## src/rtl/river_crossing_ctrl.sv

```systemverilog
// ---------------------------------------------------------------------------
// River crossing game controller (farmer / cabbage / goat / wolf).
//
// Purpose:
//   Accepts one move command per valid/ready handshake, tracks which bank
//   each character is on, flags unsafe positions, detects a win and counts
//   accepted moves. It loses the game when a move leaves an unsafe bank or
//   when the move limit runs out.
//
// Ports:
//   Clock       in   rising-edge system clock
//   Resetn      in   asynchronous active-low reset
//   restart     in   synchronous new-game request (wins over a move)
//   move_valid  in   move command present
//   move_sel    in   00 farmer alone, 01 cabbage, 10 goat, 11 wolf
//   move_ready  out  high while a game is in progress (PLAY)
//   F,C,G,W     out  bank of each character: 0 start bank, 1 far bank
//   alarm       out  current positions are unsafe
//   illegal     out  one-cycle pulse after a rejected move
//   win         out  game won
//   lose        out  game lost
//   move_count  out  accepted moves since reset/restart
// ---------------------------------------------------------------------------
module river_crossing_ctrl #(
  parameter int COUNT_W   = 4,
  parameter int MAX_MOVES = 15
) (
  input  logic               Clock,
  input  logic               Resetn,
  input  logic               restart,
  input  logic               move_valid,
  input  logic [1:0]         move_sel,
  output logic               move_ready,
  output logic               F,
  output logic               C,
  output logic               G,
  output logic               W,
  output logic               alarm,
  output logic               illegal,
  output logic               win,
  output logic               lose,
  output logic [COUNT_W-1:0] move_count
);

  typedef enum logic [1:0] {
    PLAY = 2'd0,
    WON  = 2'd1,
    LOST = 2'd2
  } state_t;

  state_t             r_state;
  logic               r_f;
  logic               r_c;
  logic               r_g;
  logic               r_w;
  logic               r_illegal;
  logic [COUNT_W-1:0] r_count;

  logic               w_sel_pos;
  logic               w_legal;
  logic               w_nf;
  logic               w_nc;
  logic               w_ng;
  logic               w_nw;
  logic               w_nalarm;
  logic [COUNT_W-1:0] w_ncount;

  // Bank of the character the farmer wants to take along; for a solo
  // crossing this is the farmer himself, so the move is always legal.
  always_comb begin
    w_sel_pos = r_f;
    case (move_sel)
      2'b01:   w_sel_pos = r_c;
      2'b10:   w_sel_pos = r_g;
      2'b11:   w_sel_pos = r_w;
      default: w_sel_pos = r_f;
    endcase
  end

  assign w_legal = (w_sel_pos == r_f);

  // Candidate positions if the offered move is accepted.
  assign w_nf     = ~r_f;
  assign w_nc     = r_c ^ (move_sel == 2'b01);
  assign w_ng     = r_g ^ (move_sel == 2'b10);
  assign w_nw     = r_w ^ (move_sel == 2'b11);
  assign w_ncount = r_count + COUNT_W'(1);

  // The goat is the troublemaker: unsafe whenever it is left without the
  // farmer together with either the wolf or the cabbage.
  assign w_nalarm = ((w_ng == w_nw) && (w_nf != w_ng)) ||
                    ((w_nc == w_ng) && (w_nf != w_ng));

  // Game state machine. Outcome is judged on the post-move positions so the
  // win/lose flags line up with the positions they describe; a win beats
  // both losing conditions.
  always_ff @(posedge Clock or negedge Resetn) begin
    if (!Resetn) begin
      r_state   <= PLAY;
      r_f       <= 1'b0;
      r_c       <= 1'b0;
      r_g       <= 1'b0;
      r_w       <= 1'b0;
      r_illegal <= 1'b0;
      r_count   <= '0;
    end else if (restart) begin
      r_state   <= PLAY;
      r_f       <= 1'b0;
      r_c       <= 1'b0;
      r_g       <= 1'b0;
      r_w       <= 1'b0;
      r_illegal <= 1'b0;
      r_count   <= '0;
    end else begin
      r_illegal <= 1'b0;
      if ((r_state == PLAY) && move_valid) begin
        if (w_legal) begin
          r_f     <= w_nf;
          r_c     <= w_nc;
          r_g     <= w_ng;
          r_w     <= w_nw;
          r_count <= w_ncount;
          if (w_nf && w_nc && w_ng && w_nw) begin
            r_state <= WON;
          end else if (w_nalarm) begin
            r_state <= LOST;
          end else if (w_ncount == COUNT_W'(MAX_MOVES)) begin
            r_state <= LOST;
          end else begin
            r_state <= PLAY;
          end
        end else begin
          r_illegal <= 1'b1;
        end
      end
    end
  end

  assign F          = r_f;
  assign C          = r_c;
  assign G          = r_g;
  assign W          = r_w;
  assign illegal    = r_illegal;
  assign move_count = r_count;
  assign move_ready = (r_state == PLAY);
  assign win        = (r_state == WON);
  assign lose       = (r_state == LOST);

  // Alarm follows the registered positions with no extra latency.
  assign alarm = ((r_g == r_w) && (r_f != r_g)) ||
                 ((r_c == r_g) && (r_f != r_g));

endmodule
```

## config.mk

```make
export PLATFORM = sky130hd
export DESIGN_NAME = river_crossing_ctrl
export DESIGN_NICKNAME = d
export VERILOG_FILES = /design/src/rtl/river_crossing_ctrl.sv
export SDC_FILE = /design/constraint.sdc
export NUM_CORES = 1
export LEC_CHECK = 0
export ABC_CLOCK_PERIOD_IN_PS = 1800
export CAP_MARGIN = 10
export CORE_MARGIN = 5
export CORE_UTILIZATION = 44
export CTS_BUF_LIST = sky130_fd_sc_hd__clkbuf_4 sky130_fd_sc_hd__clkbuf_8
export CTS_CLUSTER_DIAMETER = 40
export DETAILED_ROUTE_END_ITERATION = 8
export PLACE_DENSITY_LB_ADDON = 0.1
export SLEW_MARGIN = 40
export SYNTH_ARGS = -nofsm -noshare
export SYNTH_HDL_FRONTEND = slang
export SYNTH_SLANG_ARGS = --single-unit
```

## constraint.sdc

```tcl
create_clock -name Clock -period 1.8 [get_ports Clock]
set_input_delay 0.45 -clock Clock [delete_from_list [all_inputs] [get_ports Clock]]
set_output_delay 0.45 -clock Clock [all_outputs]
set_load 0.01 [all_outputs]
```

-- After elaboration in Yosys (flattened, before gate mapping)
Index checks and enable logic that the tools add are counted.
- output and inout bits: 13
- bits in registers: 11
- word-level logic and storage cells: 64
- input bits: 6
- muxes and demuxes: 25
- $add $sub $neg: 1
- equal/unequal tests: 13
- reduce and logical (&&, ||, !) cells: 14
- bitwise logic cells: 4
- operators by type and width (cell ; number):
    $mux W1 ; 15
    $mux W2 ; 6
    $mux W4 ; 3
    $logic_and A1 B1 Y1 ; 8
    $eq A2 B2 Y1 const B ; 3
    $eq A1 B1 Y1 ; 5
    $add A4 B1 Y4 const B ; 1
    $eq A2 B1 Y1 const B ; 2
    $eq A4 B4 Y1 const B ; 1
    $reduce_bool A2 Y1 ; 2
    $pmux W1 S3 ; 1
    $xor A1 B1 Y1 ; 3
    $logic_not A2 Y1 ; 1
    $logic_or A1 B1 Y1 ; 2
    $ne A1 B1 Y1 ; 2
    $reduce_and A2 Y1 ; 1
    $not A1 Y1 ; 1

-- Longest topological paths before layout
- word-level depth: 10
- mapped depth: 7
- gate-level depth less buffers: 6

-- Worst setup path before layout
Ideal clock, no wire load.
- kind: input -> register
- start: in move_sel[1]
- end: reg r_c, in the netlist C
- stages: 7
- slack: -0.115 ns
- data arrival time: 1.782 ns
- path through: and2_1 > ha_1 > o31a_1 > o311ai_2 > buf_6 > mux2i_1 > nor2_1
- longest elaborated chain between the ends: 5
- elaborated cells on any way between the ends: 11
- classes of those cells: eq/ne: 4; mux: 4; bitwise: 1; reduce/logical: 2
- ends and longest elaborated chain (what ; line ; source):
    from (decl) ; 32 ; input logic [1:0] move_sel,
    $eq A2 B2 Y1 or $eq A2 B1 Y1 (tied branches) ; 72, 84 ;
    $pmux W1 S3 or $xor A1 B1 Y1 (tied branches) ; 72, 84 ;
    $eq A1 B1 Y1 or $mux W1 (tied branches) ; 80, 117 ;
    $reduce_bool A2 Y1 (no source line) or $mux W1 (tied branches) ; -- ;
    $reduce_and A2 Y1 (no source line) or $mux W1 (tied branches) ; -- ;
    to (signal assigned) ; 119 ; r_c <= w_nc;
    to (decl) ; 53 ; logic r_c;
Parallel ways exist; a longest one is shown, timed or not. The select of a mux whose other input is x is not followed.
A chain may end at the register's enable or synchronous reset.

-- Final worst setup path
- start: reg r_c, in the netlist C
- end: reg r_c, in the netlist C
- longest elaborated chain between the ends: 4
- elaborated cells on any way between the ends: 8
- classes of those cells: eq/ne: 1; mux: 4; bitwise: 1; reduce/logical: 2
- ends and longest elaborated chain (what ; line):
    $pmux W1 S3 or $xor A1 B1 Y1 (tied branches) ; 72, 84
    $eq A1 B1 Y1 or $mux W1 (tied branches) ; 80, 117
    $reduce_bool A2 Y1 (no source line) or $mux W1 (tied branches) ; --
    $reduce_and A2 Y1 (no source line) or $mux W1 (tied branches) ; --
Parallel ways exist; a longest one is shown, timed or not. The select of a mux whose other input is x is not followed.

==> flow_metrics.py <==
metrics = {
    "status": {
        "status": "finished with violations",
        "violations": "negative setup slack",
    },
    "drt": {
        "drc": 0,
        "viasPerCell": 5.422,
        "vias": 629,
        "postRouteAntennaNets": 0,
        "wl_per_cell_um": 15.17,
        "routed_wl_mm": 1.760,
        "drt_iter0_drc": 2,
        "first_pass_iters": 4,
    },
    "setup_path": {
        "reg2reg_from": "C$_DFFE_PN0P_",
        "critPathCaptureType": "register",
        "cp-start-kind": "register",
        "required_ns": 1.97,
        "cp_cell_sequence": "ha_4 > o31a_1 > o311ai_4 > buf_6 > mux2i_1 > nor2_1",
        "crit_family": "compound AO/OA/AOI/OAI gates",
        "r2r_cells": 6,
        "cp_num_buf_inv": 1,
        "rrSetupSlack_ns": -0.02,
        "cpPeakStageDelay_ns": 0.45,
        "critical_path.endpoint": "C$_DFFE_PN0P_",
        "worstSetupPathType": "register to register",
        "cp.depth": 6,
        "r2r-end": "C$_DFFE_PN0P_",
        "cp.arrival_ns": 1.98,
        "crit_start": "C$_DFFE_PN0P_",
        "critical_path.max_fanout": 6,
        "crit_slowest_cell": "dfrtp_2",
    },
    "sta": {
        "relSlewSlack": 0.6627,
        "period_share": 1.009,
        "fin_hold_ws_ns": 0.5078,
        "fin_skew_ns": 0.009322,
        "final.setup.tns_ns": -0.01742,
        "hold_violations": 0,
        "max_freq_mhz": 550.6,
        "rsz0062_at_grt": "yes",
        "maxSlewViolCount": 0,
        "fin_ws_ns": -0.01614,
        "fin_crit_ns": 1.816,
        "setup_violations": 2,
        "worstMarginPinSlew_ns": 0.5043,
    },
    "cells_and_area": {
        "antennaDiodeCount": 0,
        "area_growth_pct": 49.56,
        "drive_above_1_share": 0.3300,
        "n_fill_cell": 123,
        "fin_util": 0.6938,
        "final_net_count": 112,
    },
    "clock_tree": {
        "cts_root_buf": "clkbuf_4",
        "cts.sinks": 11,
        "worstSkewPairLatency_ns": 0.27,
        "cts_max_level": 1,
        "cts_tree": "built",
        "clockBufferDepth": 2,
        "numCtsBuffers": 3,
        "clk_pin_slew_ns": 0.08,
        "hold_buffers": 0,
    },
    "yosys": {
        "ys_types": 30,
        "synth_area_um2": 706.9,
        "yosysWarningCount": 0,
        "synth_seq_cells": 11,
        "syn-instance-count": 70,
        "synth_nets": 81,
        "avgSynthCellArea_um2": 10.10,
        "ys_seq_area_frac": 0.3894,
    },
    "power_and_ir_drop": {
        "power_frac_clock": 0.200,
        "power.leakage_nw": 0.4919,
        "cellPowerDensity_nw_per_um2": 903.3,
        "fin_total_pwr_mw": 0.9550,
        "p_sw_mw": 0.3312,
        "combPwrFrac": 0.450,
        "power.internal_mw": 0.6238,
        "irDropWorstVdd_uv": 565.7,
        "sw_frac_of_total": 0.3468,
        "seq_power_share": 0.350,
    },
    "global_routing": {
        "antenna_found_initial": 0,
        "grt_max_degree": 12,
        "grt_pass1_wl_mm": 3.036,
        "grt_usage": 0.1589,
        "grt_pass1_vias": 686,
        "overflow": 0,
    },
    "floorplanning": {
        "boundaryPins": 19,
        "row_count": 14,
        "die_h_um": 50.09,
        "core-area_um2": 1524,
        "die_w_um": 50.09,
        "initial_core_util": 0.4639,
        "die_area_um2": 2509,
    },
    "placed_design": {
        "io_buffer_count": 18,
        "place_ws_ns": -0.5959,
        "gp_congestion": 0.7592,
        "dp_hpwl_mm": 1.184,
    },
    "job": {
        "maxCapViolCount": 0,
    },
    "hold_path": {
        "hp-class": "primary input to async pin",
    },
}
-- through the flow --
step | std cells | instance area, um2
finish | 116 | 1057
global route | 116 | 1057
CTS | 115 | 1032
detailed placement | 109 | 958.4
global placement | 109 | 958.4
floorplan | 70 | 724.4
-- worst min path at each step --
stage,from,endpoint,slack [ns],cells after the start
finish,Resetn,illegal$_DFF_PN0_,0.51,1
global route,Resetn,illegal$_DFF_PN0_,0.55,1
CTS,Resetn,illegal$_DFF_PN0_,0.52,1
detailed placement,r_state[1]$_DFFE_PN0P_,r_state[1]$_DFFE_PN0P_,0.54,2
global placement,r_state[1]$_DFFE_PN0P_,r_state[1]$_DFFE_PN0P_,0.52,2
floorplan,Resetn,C$_DFFE_PN0P_,0.15,0
-- synthesized netlist by cell type --
cell | instances | area (um2)
o41ai_1 | 1 | 8.760
nor2b_1 | 4 | 25.02
ha_1 | 5 | 62.56
o21ai_0 | 4 | 20.02
nor2_1 | 8 | 30.03
a21oi_2 | 1 | 8.760
clkbuf_1 | 1 | 3.750
a41oi_1 | 1 | 8.760
mux2i_1 | 3 | 30.03
nand4b_1 | 2 | 17.52
and2_1 | 1 | 6.260
or2_1 | 1 | 6.260
xnor2_1 | 2 | 17.52
or3_1 | 2 | 12.51
dfrtp_1 | 11 | 275.3
and4b_1 | 1 | 10.01
o211ai_1 | 1 | 7.510
o311ai_2 | 1 | 16.27
o31a_1 | 1 | 8.760
a21oi_1 | 3 | 15.01
xor2_1 | 1 | 8.760
nor3_1 | 1 | 5.000
a211o_1 | 1 | 8.760
nor4_4 | 1 | 21.27
nand2_1 | 3 | 11.26
buf_6 | 2 | 22.52
inv_1 | 2 | 7.510
nand3_1 | 3 | 15.01
o21ba_2 | 1 | 10.01
nand2b_1 | 1 | 6.260
-- per-layer routing --
metal	up-vias	part of all wire	GRT usage
met2	16	0.52	0.2594
met5	-	0	0
li1	312	-	-
met4	0	0.0057	0.08297
met3	2	0.045	0.04217
met1	299	0.43	0.1860
-- state kept, by name, summed over array words and instances, names as in the netlist --
| name | count |
|---|---|
| C | 1 |
| W | 1 |
| G | 1 |
| F | 1 |
| r_state | 2 |
| illegal | 1 |
| move_count | 4 |
-- cells in the final DEF, fill, tap and decap left out, drive strengths merged --
master	netlist	final
o21ba	1	1
ha	5	5
a41oi	1	1
a21oi	4	4
o41ai	1	1
o211ai	1	1
clkdlybuf4s50	0	11
dlymetal6s2s	0	2
dlygate4sd2	0	1
dfrtp	11	11
a211o	1	1
or2	1	1
mux2i	3	3
xnor2	2	2
nor4	1	1
nor3	1	1
nand2b	1	1
xor2	1	1
nor2	8	8
nand2	3	3
and2	1	1
or3	2	2
inv	2	2
nand3	3	3
o31a	1	1
nand4b	2	2
o311ai	1	1
nor2b	4	4
o21ai	4	4
clkbuf	1	5
and4b	1	1
buf	2	14
-- worst reg2reg max path, delay by kind of cell, from the launching register on --
family	cells	cell delay (ns)
AO/OA/AOI/OAI	2	0.62
multiplexers	1	0.20
AND/OR/NAND/NOR	1	0.06
flip-flops	1	0.45
buffers and inverters	1	0.19
adder cells (fa/ha/maj)	1	0.18
-- area by class of cell --
class | count | area (um2) | area share
clock buffers | 4 | 30.03 | 0.02840
repair buffers | 29 | 256.5 | 0.2426
flip-flops and latches | 11 | 280.3 | 0.2651
well taps | 16 | 20.02 | 0.01893
inverters | 2 | 7.507 | 0.007101
multi-input cells | 54 | 462.9 | 0.4379
-- power by group through the flow --
stage | combinational (mW) | clock, mW | sequential (mW)
after detailed placement | 0.395 | 0 | 0.335
after global routing | 0.475 | 0.211 | 0.342
after CTS | 0.423 | 0.200 | 0.333
after floorplan | 0.235 | 0 | 0.330
after global placement | 0.392 | 0 | 0.333
final | 0.430 | 0.191 | 0.335
-- kinds of logic after synthesis --
family,Yosys count,share of synthesized area
muxes,3,0.04248
buffers and inverters,5,0.04778
AOI/OAI and AO/OA,15,0.1593
DFF,11,0.3894
adders and majority gates,5,0.08850
and+or+nand+nor,28,0.2354
xor gates and xnor gates,3,0.03717
-- what timing repair did --
item | 4_1_cts | 5_1_grt
gates resized for setup | 22 | 9
setup endpoints to repair | 14 | 11
setup buffers | 1 | 1
pin swaps | 7 | 5
cloned | 1 | 0
Note: power is estimated with default switching activity, not from simulation.
